<file path="src/rtl/zx_video_pkg.sv">
// Timing constants and shared types for the ZX81-style video generator.
// Widths match the counters they are compared against.
package zx_video_pkg;

    localparam logic [9:0] H_TOTAL        = 10'd828;
    localparam logic [9:0] H_SYNC         = 10'd64;
    localparam logic [9:0] H_START        = 10'd192;
    localparam logic [9:0] FETCH_LEAD     = 10'd32;
    localparam logic [5:0] BYTES_PER_LINE = 6'd32;
    localparam logic [8:0] V_TOTAL        = 9'd312;
    localparam logic [8:0] V_SYNC_LINES   = 9'd4;
    localparam logic [8:0] V_START        = 9'd56;
    localparam logic [8:0] V_ACTIVE       = 9'd192;
    localparam logic [3:0] PAPER          = 4'hF;
    localparam logic [3:0] INK            = 4'h0;

    localparam logic [9:0] H_FETCH  = H_START - FETCH_LEAD;
    localparam logic [9:0] H_ACTIVE = 10'd512;

    typedef enum logic [1:0] {
        F_IDLE,
        F_REQ,
        F_STALE
    } fetch_state_t;

    function automatic logic [3:0] luma(input logic pix, input logic inverse);
        return (pix ^ inverse) ? INK : PAPER;
    endfunction

endpackage

</file>
<file path="src/rtl/zx_video_fetch.sv">
// Display-byte fetcher: req/ack FSM, one-byte prefetch buffer and column counter.
// A request overtaken by its load tick goes STALE and its data is dropped on ack.
module zx_video_fetch
    import zx_video_pkg::*;
(
    input  logic        clk,
    input  logic        reset,
    input  logic        line_start,
    input  logic        line_active,
    input  logic        load,
    input  logic [4:0]  load_col,
    input  logic [7:0]  row,
    input  logic        fetch_ack,
    input  logic [7:0]  fetch_data,
    output logic        fetch_req,
    output logic [12:0] fetch_addr,
    output logic [7:0]  buf_data,
    output logic        buf_vld
);

    fetch_state_t state;
    logic         line_on;
    logic [5:0]   col;
    logic [5:0]   floor_col;
    logic [5:0]   issue_col;
    logic         can_issue;

    // Never request a byte whose load tick has already passed.
    assign issue_col = (col > floor_col) ? col : floor_col;
    assign can_issue = line_on && !buf_vld && (issue_col < BYTES_PER_LINE);

    always_ff @(posedge clk or posedge reset) begin
        if (reset) begin
            state      <= F_IDLE;
            fetch_req  <= 1'b0;
            fetch_addr <= 13'd0;
            buf_data   <= 8'h00;
            buf_vld    <= 1'b0;
            col        <= 6'd0;
            floor_col  <= 6'd0;
            line_on    <= 1'b0;
        end else begin
            if (line_start) begin
                line_on   <= line_active;
                col       <= 6'd0;
                floor_col <= 6'd0;
                buf_vld   <= 1'b0;
            end
            if (load) begin
                buf_vld   <= 1'b0;
                floor_col <= {1'b0, load_col} + 6'd1;
            end

            case (state)
                F_IDLE: begin
                    if (line_start) begin
                        if (line_active) begin
                            fetch_req  <= 1'b1;
                            fetch_addr <= {row, 5'd0};
                            state      <= F_REQ;
                        end
                    end else if (can_issue) begin
                        fetch_req  <= 1'b1;
                        fetch_addr <= {row, issue_col[4:0]};
                        col        <= issue_col;
                        state      <= F_REQ;
                    end
                end
                F_REQ: begin
                    if (fetch_ack) begin
                        fetch_req <= 1'b0;
                        state     <= F_IDLE;
                        if (!line_start) col <= col + 6'd1;
                        // An ack coinciding with the load tick is late.
                        if (!load && !line_start) begin
                            buf_data <= fetch_data;
                            buf_vld  <= 1'b1;
                        end
                    end else if (load) begin
                        state <= F_STALE;
                        col   <= col + 6'd1;
                    end else if (line_start) begin
                        state <= F_STALE;
                    end
                end
                F_STALE: begin
                    if (fetch_ack) begin
                        fetch_req <= 1'b0;
                        state     <= F_IDLE;
                    end
                end
                default: begin
                    fetch_req <= 1'b0;
                    state     <= F_IDLE;
                end
            endcase
        end
    end

endmodule

</file>
<file path="src/rtl/zx_video_gen.sv">
// ZX81-style video source: line/frame counters, composite sync, 1 bpp pixel
// shifter and sticky underrun flag. Outputs lag the counters by one ce_2pix.
module zx_video_gen
    import zx_video_pkg::*;
(
    input  logic        clk,
    input  logic        reset,
    input  logic        ce_2pix,
    input  logic        inv,
    output logic        fetch_req,
    output logic [12:0] fetch_addr,
    input  logic        fetch_ack,
    input  logic [7:0]  fetch_data,
    output logic        csync,
    output logic [3:0]  v_out,
    output logic        underrun
);

    logic [9:0] h_cnt;
    logic [8:0] v_cnt;
    logic [9:0] h_off;
    logic [8:0] v_off;
    logic       h_act;
    logic       v_act;
    logic       sync_n;
    logic       load_tick;
    logic [7:0] sreg;
    logic       sinv;
    logic [7:0] buf_data;
    logic       buf_vld;
    logic [7:0] pix_byte;
    logic       pix_inv;

    // Offsets wrap below the window start, so one compare covers both edges.
    assign h_off     = h_cnt - H_START;
    assign v_off     = v_cnt - V_START;
    assign h_act     = h_off < H_ACTIVE;
    assign v_act     = v_off < V_ACTIVE;
    assign sync_n    = !((v_cnt < V_SYNC_LINES) || (h_cnt < H_SYNC));
    assign load_tick = v_act && h_act && (h_off[3:0] == 4'd0);

    always_comb begin
        pix_byte = sreg;
        pix_inv  = sinv;
        if (load_tick) begin
            pix_byte = buf_vld ? buf_data : 8'h00;
            pix_inv  = inv;
        end
    end

    zx_video_fetch u_fetch (
        .clk         (clk),
        .reset       (reset),
        .line_start  (ce_2pix && (h_cnt == H_FETCH)),
        .line_active (v_act),
        .load        (ce_2pix && load_tick),
        .load_col    (h_off[8:4]),
        .row         (v_off[7:0]),
        .fetch_ack   (fetch_ack),
        .fetch_data  (fetch_data),
        .fetch_req   (fetch_req),
        .fetch_addr  (fetch_addr),
        .buf_data    (buf_data),
        .buf_vld     (buf_vld)
    );

    always_ff @(posedge clk or posedge reset) begin
        if (reset) begin
            h_cnt    <= 10'd0;
            v_cnt    <= 9'd0;
            csync    <= 1'b1;
            v_out    <= 4'h0;
            underrun <= 1'b0;
            sreg     <= 8'h00;
            sinv     <= 1'b0;
        end else if (ce_2pix) begin
            csync <= sync_n;
            if (v_act && h_act)
                v_out <= luma(pix_byte[7], pix_inv);
            else if (!sync_n)
                v_out <= 4'h0;
            else
                v_out <= PAPER;

            // Each pixel lasts two ticks; shift after the second one.
            if (load_tick) begin
                sreg <= pix_byte;
                sinv <= inv;
                if (!buf_vld) underrun <= 1'b1;
            end else if (h_off[0]) begin
                sreg <= {sreg[6:0], 1'b0};
            end

            if (h_cnt == H_TOTAL - 10'd1) begin
                h_cnt <= 10'd0;
                v_cnt <= (v_cnt == V_TOTAL - 9'd1) ? 9'd0 : v_cnt + 9'd1;
            end else begin
                h_cnt <= h_cnt + 10'd1;
            end
        end
    end

endmodule
</file>
<file path="config.mk">
export PLATFORM = sky130hd
export DESIGN_NAME = zx_video_gen
export DESIGN_NICKNAME = d
export VERILOG_FILES = /design/src/rtl/zx_video_pkg.sv /design/src/rtl/zx_video_fetch.sv /design/src/rtl/zx_video_gen.sv
export SDC_FILE = /design/constraint.sdc
export NUM_CORES = 1
export LEC_CHECK = 0
export ABC_AREA = 1
export ABC_CLOCK_PERIOD_IN_PS = 6600
export CORE_ASPECT_RATIO = 1.4
export CORE_MARGIN = 2
export CORE_UTILIZATION = 39
export CTS_CLUSTER_SIZE = 14
export DETAILED_ROUTE_END_ITERATION = 8
export HOLD_SLACK_MARGIN = 0.1
export MAX_ROUTING_LAYER = met4
export PLACE_DENSITY_LB_ADDON = 0.05
export SLEW_MARGIN = 20
export SYNTH_ARGS = -nofsm -noshare
export SYNTH_HDL_FRONTEND = slang
export SYNTH_SLANG_ARGS = --single-unit
export TNS_END_PERCENT = 10
</file>
<file path="constraint.sdc">
create_clock -name clk -period 6.6 [get_ports clk]
set_input_delay 1.32 -clock clk [delete_from_list [all_inputs] [get_ports clk]]
set_output_delay 1.32 -clock clk [all_outputs]
set_load 0.01 [all_outputs]
</file>
==> results.json <==
{
  "outcome": "complete, no violations",
  "drt_pass1_iterations": 4,
  "combPwrFrac_pct": 32.6,
  "drt-total-wl_um": 9920,
  "syn-cell-area_sq_um": 4080,
  "detail_route.iter0.violations": 129,
  "via_count": 3474,
  "grt_use_total_pct": 19.0,
  "start_util_pct": 39.6,
  "syn_to_final_growth_pct": 17.9,
  "depth_of_the_most_critical_reg_to_reg_path": 10,
  "final_min_period_over_clock_period_pct": 47.6,
  "cts-hold-fix-buffers": 0,
  "detailedPlace.worstSlack_ps": 3110,
  "cts.reportedPaths.clkPinSlew_ps": 50,
  "synthCells": 519,
  "worst-slew-pin-transition_ps": 891,
  "yosys_most_used_dff": "dfrtp_1",
  "worst_hold_slack_ps": 465,
  "power.clock.fraction_pct": 30.5,
  "yosys-top-cells-area": "dfrtp_1 42%, nand2_1 11%, inv_1 6.5%",
  "cts.htree.levels": 3,
  "max_freq_ghz": 0.318,
  "post-route-min-period_ps": 3140,
  "drv.max_cap_violation_count": 0,
  "powerDensity_nw_per_um2": 360,
  "max-slew-margin-rel_pct": 40.6,
  "finalSetupViolCount": 0,
  "regArea_sq_um": 1730,
  "reg2reg_from": "h_cnt[6]",
  "min_delay_worst_endpoint": "u_fetch.fetch_addr[11]",
  "switchingPower_mw": 0.622,
  "critical_path.max_fanout": 23,
  "postSynthRegisterBits": 69,
  "final.setup.worst_slack_ps": 3460,
  "post-dp-hpwl_um": 7430,
  "drc": 0,
  "r2r-end": "u_fetch.fetch_addr[5]",
  "die_height_um": 125,
  "finalSetupTns_ps": 0,
  "finalMaxSlewViolations": 0,
  "tritoncts.num_buffers": 9,
  "yosys_warnings": 0,
  "die-width_um": 90.4,
  "critical_path_required_ps": 6860,
  "routed_wire_length_per_instance_um": 14.4,
  "path_cells": "clkdlybuf4s50_1 -> nand4_2 -> nand4_2 -> nand2_2 -> nand2_2 -> nand2_1 -> o21ai_2",
  "drive_gt1_share_pct": 9.40,
  "synth_edf_count": 0,
  "row_count": 44,
  "cts_root_buffer": "clkbuf_16",
  "worst_hold_startpoint": "u_fetch.fetch_addr[11]",
  "hold_path.class": "reg -> reg",
  "route.detailed.vias_per_inst": 5.03,
  "timing.setup.critical_path_class": "in -> reg",
  "clock_insertion_delay_worst_skew_ps": 340,
  "kind_of_start_point_of_the_critical_path": "input pin",
  "critPathMaxStageDelay_ps": 630,
  "num_antenna_cells": 0,
  "synth.most_common_cell": "nand2_1",
  "finish.net_count": 583,
  "cts_tree": "done",
  "post-synth-top-area-fraction_pct": 41.7,
  "grt_overflow": 0,
  "swShare_pct": 35.9,
  "io-pin-count": 33,
  "grt_first_pass_wirelength_um": 16700,
  "synth.yosys.seq_area_share_pct": 42.4,
  "top_cells_by_instance_count_after_synthesis": "122 x nand2_1, 71 x inv_1, 68 x dfrtp_1",
  "cts_post_setup_buffers_inserted": 0,
  "synth.lib_cells_used.distinct": 37,
  "fillers": 1082,
  "seq_power_share_pct": 36.9,
  "post-layout-total-power_mw": 1.73,
  "hold_viol": 0,
  "grt_max_degree": 70,
  "cts.repair.resized": 0,
  "internal-power_mw": 1.11,
  "die_area_sq_um": 11300,
  "p_leak_nw": 2.50,
  "antenna_found_initial": 0,
  "numClockSinks": 69,
  "worst_setup_path_end_kind": "register",
  "synth_area_leader_cell": "dfrtp_1",
  "antenna_left": 0,
  "mappedNetlistNets": 553,
  "vdd_ir_drop_max_mv": 0.145,
  "ys_async_sr_fraction_pct": 100,
  "rsz_0062_raised_after_global_routing": "no",
  "worst-endpoint-arrival_ps": 3400,
  "coreArea_sq_um": 10300,
  "r2r_setup_slack_ps": 4150,
  "worst_clock_skew_ps": 7.95,
  "portBuffers": 32,
  "hold_path_depth": 2,
  "layout_utilization_pct": 46.7,
  "multiInputGateArea_sq_um": 1960,
  "routabilityCongestion": 0.919,
  "critical_path.slowest_cell": "clkdlybuf4s50_1",
  "synth_area_per_cell_sq_um": 7.86,
  "cts_max_path_buffers": 2,
  "grt_pass1_vias": 3343
}
==> cell type report <==
type,instances,area share (%)
well taps,138,3.59
repair buffers,33,6.82
inverters,79,6.17
clock inverters,5,1.77
multi-input cells,357,40.7
clock buffers,10,4.97
flip-flops and latches,69,35.9
==> registers in the layout (all words and copies together) (netlist names), 2 cells and up <==
signal and cells:
u_fetch.floor_col 6, h_cnt 10, sreg 8, u_fetch.state 2, u_fetch.col 6, u_fetch.buf_data 8, v_cnt 9, u_fetch.fetch_addr 13
==> per-stage QoR <==
step | cells | cell area [sq um]
floorplan | 519 | 4080
global placement | 676 | 4480
detailed placement | 676 | 4480
CTS | 691 | 4810
global route | 691 | 4810
finish | 691 | 4810
==> per-layer routing <==
layer | routed length (um) | vias up | track usage [%]
li1 | - | 1758 | -
met1 | 4470 | 1621 | 23.0
met2 | 4870 | 79 | 31.5
met3 | 375 | 16 | 3.01
met4 | 199 | 0 | 7.96
met5 | 0 | - | -
==> kinds of logic (layout without fill, tap and decap cells) <==
| logic type | count (synthesis) | after routing | synth area share, % |
|---|---|---|---|
| adder cells (fa/ha/maj) | 21 | 21 | 6.44 |
| AND/OR/NAND/NOR | 231 | 231 | 26.5 |
| AO/OA/AOI/OAI | 98 | 98 | 13.6 |
| flip-flops | 69 | 69 | 42.4 |
| buffers and inverters | 93 | 127 | 9.60 |
| XOR/XNOR | 7 | 7 | 1.50 |
==> cell usage in the layout, fill, tap and decap left out, types with 2 or more instances in the layout <==
master	synthesis	routed
o21ai_2	5	5
ha_1	21	21
dfrtp_1	68	68
nor2_1	33	33
clkdlybuf4s50_1	0	32
xnor2_1	2	2
inv_1	71	70
o22ai_1	9	9
o21ai_0	26	26
nand2_4	2	2
a31oi_1	3	3
nand4_2	3	3
o21bai_1	3	3
nand2_2	6	6
nand3_2	5	5
nand3_1	36	36
xor2_1	5	5
bufinv_16	0	2
clkinv_4	0	2
o211ai_1	4	4
nor3_1	7	7
o21ai_1	15	15
clkbuf_16	0	9
nand2_1	122	122
inv_2	8	9
nand4_1	10	10
or2_2	2	2
a21oi_1	30	30
==> critical path, delay by kind of cell <==
kind	cells	cell delay (ps)
AOI/OAI and AO/OA	1	70
buffers and inverters	1	630
and+or+nand+nor	5	1360
==> worst max path at each step <==
stage | from | endpoint | slack, ps | depth (start not counted)
floorplan | reset | h_cnt[0] | 3540 | 1
global placement | ce_2pix | u_fetch.fetch_addr[4] | 3130 | 7
detailed placement | ce_2pix | u_fetch.fetch_addr[4] | 3110 | 7
CTS | ce_2pix | u_fetch.fetch_addr[4] | 3460 | 7
global route | ce_2pix | u_fetch.fetch_addr[3] | 3290 | 7
finish | ce_2pix | u_fetch.fetch_addr[5] | 3460 | 7
==> power groups by stage <==
stage                     clock network [mW]  logic (mW)  registers (mW)
final                                  0.528       0.564           0.638
after global routing                   0.559       0.638           0.655
after CTS                              0.541       0.575           0.639
after detailed placement                   0       0.572           0.646
after global placement                     0       0.567           0.645
after floorplan                            0       0.376           0.627
Power figures use the tool's default switching activity.
